### src/rtl/cpu_pkg.sv
// cpu_pkg: shared widths and types for the CPU operand path.
package cpu_pkg;
    localparam int XLEN = 32;
    localparam int AW = 5;
    localparam logic [AW-1:0] REG_X0 = 5'd0;

    typedef struct packed {
        logic [AW-1:0]   addr;
        logic [XLEN-1:0] data;
        logic            byp;
    } operand_t;
endpackage

### src/rtl/cpu_operand_bypass.sv
// cpu_operand_bypass: one operand's x0 force, same-edge writeback capture and held-stage update.
module cpu_operand_bypass
    import cpu_pkg::*;
#(
    parameter int W = XLEN,
    parameter int A = AW
) (
    input  logic         clk,
    input  logic         rst_n,
    input  logic         s1_sample,
    input  logic         s2_adv,
    input  logic         s2_hold,
    input  logic [A-1:0] rd_addr,
    input  logic [W-1:0] rf_data,
    input  logic         wb_en,
    input  logic [A-1:0] wb_addr,
    input  logic [W-1:0] wb_data,
    output logic [A-1:0] s1_addr,
    output logic [W-1:0] s2_data
);
    logic         byp;
    logic [W-1:0] byp_data;
    logic [W-1:0] s1_data;
    logic [A-1:0] s2_addr;
    logic         hit_rd;
    logic         hit_s1;
    logic         hit_s2;

    assign hit_rd  = wb_en && wb_addr == rd_addr && rd_addr != A'(REG_X0);
    assign hit_s1  = wb_en && wb_addr == s1_addr && s1_addr != A'(REG_X0);
    assign hit_s2  = wb_en && wb_addr == s2_addr && s2_addr != A'(REG_X0);
    // The register file returns pre-write data on read-during-write, so a write on the sampling edge is captured here
    assign s1_data = (s1_addr == A'(REG_X0)) ? '0 : byp ? byp_data : rf_data;

    always_ff @(posedge clk or negedge rst_n) begin
        if (!rst_n) begin
            s1_addr  <= '0;
            byp      <= 1'b0;
            byp_data <= '0;
            s2_addr  <= '0;
            s2_data  <= '0;
        end else begin
            if (s1_sample) s1_addr <= rd_addr;
            byp <= s1_sample && hit_rd;
            if (s1_sample && hit_rd) byp_data <= wb_data;
            // A write landing on the S1->S2 edge would otherwise be missed by both S1 and S2
            if (s2_adv) begin
                s2_addr <= s1_addr;
                s2_data <= hit_s1 ? wb_data : s1_data;
            end else if (s2_hold && hit_s2) begin
                s2_data <= wb_data;
            end
        end
    end
endmodule

### src/rtl/cpu_operand_fetch.sv
// cpu_operand_fetch: two-stage operand read absorbing register-file latency with writeback forwarding.
module cpu_operand_fetch #(
    parameter int XLEN = cpu_pkg::XLEN,
    parameter int AW   = cpu_pkg::AW,
    parameter int SBW  = 32
) (
    input  logic            clk,
    input  logic            rst_n,
    input  logic            in_valid,
    output logic            in_ready,
    input  logic [AW-1:0]   in_rs1_addr,
    input  logic [AW-1:0]   in_rs2_addr,
    input  logic [SBW-1:0]  in_sb,
    output logic [AW-1:0]   rf_rs1_addr,
    output logic [AW-1:0]   rf_rs2_addr,
    input  logic [XLEN-1:0] rf_rs1,
    input  logic [XLEN-1:0] rf_rs2,
    input  logic            wb_en,
    input  logic [AW-1:0]   wb_addr,
    input  logic [XLEN-1:0] wb_data,
    output logic            out_valid,
    input  logic            out_ready,
    output logic [XLEN-1:0] out_rs1,
    output logic [XLEN-1:0] out_rs2,
    output logic [SBW-1:0]  out_sb
);
    logic           s1_valid;
    logic           s2_valid;
    logic           s2_adv;
    logic           s1_stall;
    logic           s1_sample;
    logic           accept;
    logic [SBW-1:0] s1_sb;
    logic [AW-1:0]  s1_rs1;
    logic [AW-1:0]  s1_rs2;

    assign s2_adv      = s1_valid && (!s2_valid || out_ready);
    assign s1_stall    = s1_valid && !s2_adv;
    assign in_ready    = !s1_valid || s2_adv;
    assign accept      = in_valid && in_ready;
    assign s1_sample   = accept || s1_stall;
    // A stalled S1 re-reads its own addresses so the returned data tracks later writes
    assign rf_rs1_addr = s1_stall ? s1_rs1 : in_rs1_addr;
    assign rf_rs2_addr = s1_stall ? s1_rs2 : in_rs2_addr;
    assign out_valid   = s2_valid;

    always_ff @(posedge clk or negedge rst_n) begin
        if (!rst_n) begin
            s1_valid <= 1'b0;
            s2_valid <= 1'b0;
            s1_sb    <= '0;
            out_sb   <= '0;
        end else begin
            s1_valid <= s1_sample;
            s2_valid <= s2_adv || (s2_valid && !out_ready);
            if (accept) s1_sb <= in_sb;
            if (s2_adv) out_sb <= s1_sb;
        end
    end

    cpu_operand_bypass #(.W(XLEN), .A(AW)) u_rs1 (
        .clk       (clk),
        .rst_n     (rst_n),
        .s1_sample (s1_sample),
        .s2_adv    (s2_adv),
        .s2_hold   (s2_valid && !out_ready),
        .rd_addr   (rf_rs1_addr),
        .rf_data   (rf_rs1),
        .wb_en     (wb_en),
        .wb_addr   (wb_addr),
        .wb_data   (wb_data),
        .s1_addr   (s1_rs1),
        .s2_data   (out_rs1)
    );

    cpu_operand_bypass #(.W(XLEN), .A(AW)) u_rs2 (
        .clk       (clk),
        .rst_n     (rst_n),
        .s1_sample (s1_sample),
        .s2_adv    (s2_adv),
        .s2_hold   (s2_valid && !out_ready),
        .rd_addr   (rf_rs2_addr),
        .rf_data   (rf_rs2),
        .wb_en     (wb_en),
        .wb_addr   (wb_addr),
        .wb_data   (wb_data),
        .s1_addr   (s1_rs2),
        .s2_data   (out_rs2)
    );
endmodule

### config.mk
export PLATFORM = sky130hd
export DESIGN_NAME = cpu_operand_fetch
export DESIGN_NICKNAME = d
export VERILOG_FILES = /design/src/rtl/cpu_pkg.sv /design/src/rtl/cpu_operand_bypass.sv /design/src/rtl/cpu_operand_fetch.sv
export SDC_FILE = /design/constraint.sdc
export NUM_CORES = 1
export LEC_CHECK = 0
export BUFFER_PORTS_ARGS = -buffer_cell sky130_fd_sc_hd__buf_2
export CAP_MARGIN = 15
export CORE_MARGIN = 2
export CORE_UTILIZATION = 42
export DETAILED_ROUTE_END_ITERATION = 8
export GPL_TIMING_DRIVEN = 0
export PLACE_DENSITY = 0.66
export SYNTH_ARGS = -nofsm -noshare
export SYNTH_HDL_FRONTEND = slang
export SYNTH_SLANG_ARGS = --single-unit
### constraint.sdc
create_clock -name clk -period 4.5 [get_ports clk]
set_input_delay 0.9 -clock clk [delete_from_list [all_inputs] [get_ports clk]]
set_output_delay 0.9 -clock clk [all_outputs]
set_load 0.01 [all_outputs]
==> impl_results.md <==
* Status: finished clean
* Drt total wl at between 20,000 and 30,000 um
* Syn avg cell area at approximately 13 um^2
* Dominant synthesized flop cell: dfrtp_1
* Antenna viol nets, final at 0
* Setup crit start kind: input port
* Die area at between 20,000 and 25,000 um^2
* First-pass GRT wire length at 40,300 um
* Synth cell types at 35
* Sink Count at between 200 and 250
* RSZ-0062 raised after global routing: false
* Post-synth EDFFs at 0
* Gr ovfl total at 0
* Final worst path period need at roughly 3.4 ns
* CTS tree: done
* Post-route worst setup slack at 1.07 ns
* CORE AREA at ~23,000 um^2
* Routed len/inst at approximately 19 um
* Hold Vio Cnt, Final at 0
* Kind of critical path: in2out
* Critical path's slowest cell: clkbuf_1
* #FFs+latches synth at 216
* Area growth syn-to-layout at 25.2%
* Vias/cell at about 5.3
* Clk root buf: clkbuf_16
* Initial antenna violation count at 2
* Number of top-level pins at 256
* Pre-Repair DR Iteration Count at 5
* Peak supply drop at roughly 310 uV
* Relative slew slack at 39.1%
* Worst skew pair latency at a little over 0.5 ns
* Detailed Place HPWL at 18,400 um
* # rows at 56
* Final #Nets at 1,173
* Register clock-pin slew on the reported worst setup and hold paths at around 0.05 ns
* DP Worst Slack at ~1.1 ns
* Die W at 157 um
* Mapped Area at 9860 um^2
* CP max FO at 10
* CP dominant cell by count: buf_2
* Fraction of registers with async set/reset at 100%
* Worst Hold Class: in2async
* Maxcap violations at 0
* Initial Utilization at a little over two fifths
* Clock tree buffer depth at 3
* Post-CTS setup buffer count at 0
* CP Data Arrival Time at between 2 and 3 ns
* Final Max Slew Viols at 0
* Die H at 157 um
* Largest net degree at the start of global routing at 120
* Residual DRC count at 0
* Vias in the first global route at a little over 7,000
* Cells after Synth at between 700 and 800
* P per Cell Area at around 490 nW/um^2
* Maximum level of the CTS H-tree at 1
* Number of gates resized after cts at 0
* Fin crit share at around 76%
* Crit-path cells: buf_2 > nand3b_4 > buf_1 > clkbuf_1 > mux2_2 > buf_2
* Total track usage at about a fifth
* Worst EP required at about 3.6 ns
* Port bufs at between 200 and 300
* Post-synthesis sequential area ratio at between 50% and 60%
* Cts hold-fix bufs at 0
* CP max stage delay at 0.45 ns
* Clk_skew at just under 0.008 ns
* Final setup fails at 0
* Slew @ Worst Pin at a little over 0.9 ns
* Leak at approximately 5.7 nW
* Vias at between 7,000 and 8,000
* Endpoint class of the critical path: primary output
* Placed cell area at approximately 12,000 um^2
* Gpl congestion at between 0.8 and 0.9
* Share of cells above drive strength 1 at 50.3%
* Highest clock rate at a little under 300 MHz
* Synthesis Warnings at 0
* Worst hold margin at 0.379 ns
* Layout filler cell count at ~2,100
* Design Area, Final at approximately 12,000 um^2
* CTS buffer count at 25
* DR iter-0 viols at 454
* Net Count, Synth at around 900
-- Yosys cell counts (3+ instances only) --
cell type	number	area (um^2)
nand2b_1	4	25.0
buf_6	3	33.8
nand2_1	15	56.3
mux2_4	31	465
buf_1	3	11.3
nor3_1	7	35.0
dfrtp_1	216	5410
buf_2	14	70.1
o221ai_1	3	26.3
nand3_1	4	20.0
a22oi_1	32	240
inv_1	9	33.8
clkbuf_1	34	128
xnor2_1	11	96.3
o221a_2	29	327
a21oi_1	37	185
nor4_1	7	43.8
o21ai_0	34	170
mux2_2	156	1760
nor2_1	37	139
mux2i_1	32	320
xor2_1	15	131
-- critical path: cells and delay by family --
kind          cells  cell delay [ns]
simple gates      1             0.20
mux               1             0.39
buf+inv           4             1.04
-- stage by stage --
stage | power (mW) | utilization [%] | cells | setup TNS, ns
2_1_floorplan | 3.52 | - | 747 | 0
3_3_place_gp | 4.04 | 49.5 | 1316 | -280.83
4_1_cts | 6.08 | 53.0 | 1357 | 0
6_report | 6.02 | 53.1 | 1361 | 0
3_5_place_dp | 4.08 | 49.7 | 1317 | 0
5_1_grt | 6.34 | 53.0 | 1357 | 0
-- power breakdown --
part | total (mW) | switching, mW | internal, mW
sequential | 2.69 | 0.263 | 2.43
combinational | 1.36 | 0.634 | 0.723
clock | 1.97 | 0.782 | 1.19
total | 6.02 | 1.68 | 4.34
-- sequential cells by signal (all words and copies together) (netlist names), 5 cells and up --
| signal | flops |
|---|---|
| u_rs1.s1_addr | 5 |
| u_rs2.byp_data | 32 |
| s1_sb | 32 |
| u_rs2.s2_data | 32 |
| u_rs2.s1_addr | 5 |
| u_rs2.s2_addr | 5 |
| out_sb | 32 |
| u_rs1.s2_data | 32 |
| u_rs1.s2_addr | 5 |
| u_rs1.byp_data | 32 |
-- final timing paths --
path / endpoint / start / slack [ns] / depth (start not counted)
max: rf_rs2_addr[2] / out_ready / 1.07 / 6
min: u_rs2.s2_data[8] / rst_n / 0.38 / 1
max reg2reg: u_rs1.s2_data[22] / u_rs1.s1_addr[3] / 1.66 / 8
min reg2reg: out_sb[27] / s1_sb[27] / 0.50 / 1
max in group asynchronous: s1_sb[27] / rst_n / 3.08 / 2
min in group clk: out_sb[27] / s1_sb[27] / 0.50 / 1
-- routing by layer --
metal / GRT usage (%) / wire [um] / vias to the layer above
met3: 5.42 / 2530 / 45
li1: - / - / 3298
met4: 5.45 / 577 / 2
met5: 0 / 13 / -
met2: 32.5 / 11800 / 305
met1: 29.1 / 11300 / 3565
-- placed cells by master (no fill, tap or decap), types with 2 or more instances in the layout --
cell type / netlist / final
xnor2_1: 11 / 11
buf_2: 14 / 263
o221a_2: 29 / 29
mux2i_1: 32 / 32
clkbuf_1: 34 / 40
clkbuf_8: 0 / 4
nand2b_1: 4 / 4
o221ai_1: 3 / 3
nand3_1: 4 / 4
clkbuf_16: 0 / 25
o21ai_0: 34 / 34
buf_6: 3 / 3
nor3_1: 7 / 7
nand2_1: 15 / 15
nor4_1: 7 / 7
nor2_1: 37 / 37
inv_1: 9 / 9
buf_1: 3 / 3
a22oi_1: 32 / 32
dfrtp_1: 216 / 216
nand4_1: 2 / 2
xor2_1: 15 / 15
a21oi_1: 37 / 37
mux2_4: 31 / 31
bufinv_16: 0 / 2
diode_2: 0 / 4
mux2_2: 156 / 156
-- kinds of logic after synthesis --
group                     count (synthesis)  synth area share [%]
muxes                                   219                  25.8
and+or+nand+nor                          81                  3.96
buffers and inverters                    63                  2.80
AOI/OAI and AO/OA                       142                  10.3
xor gates and xnor gates                 26                  2.31
DFF                                     216                  54.8
-- cell type report --
class | instances | area, um^2 | area share (%)
Multi-Input combinational cell | 468 | 4180 | 33.9
Buffer | 54 | 243 | 1.97
Inverter | 9 | 33.8 | 0.274
Tap cell | 319 | 399 | 3.23
Antenna cell | 4 | 10.0 | 0.0811
Clock buffer | 35 | 703 | 5.70
Timing Repair Buffer | 251 | 1290 | 10.4
Clock inverter | 5 | 81.3 | 0.659
Sequential cell | 216 | 5410 | 43.8
No activity file was read; power rests on OpenSTA's default activity.
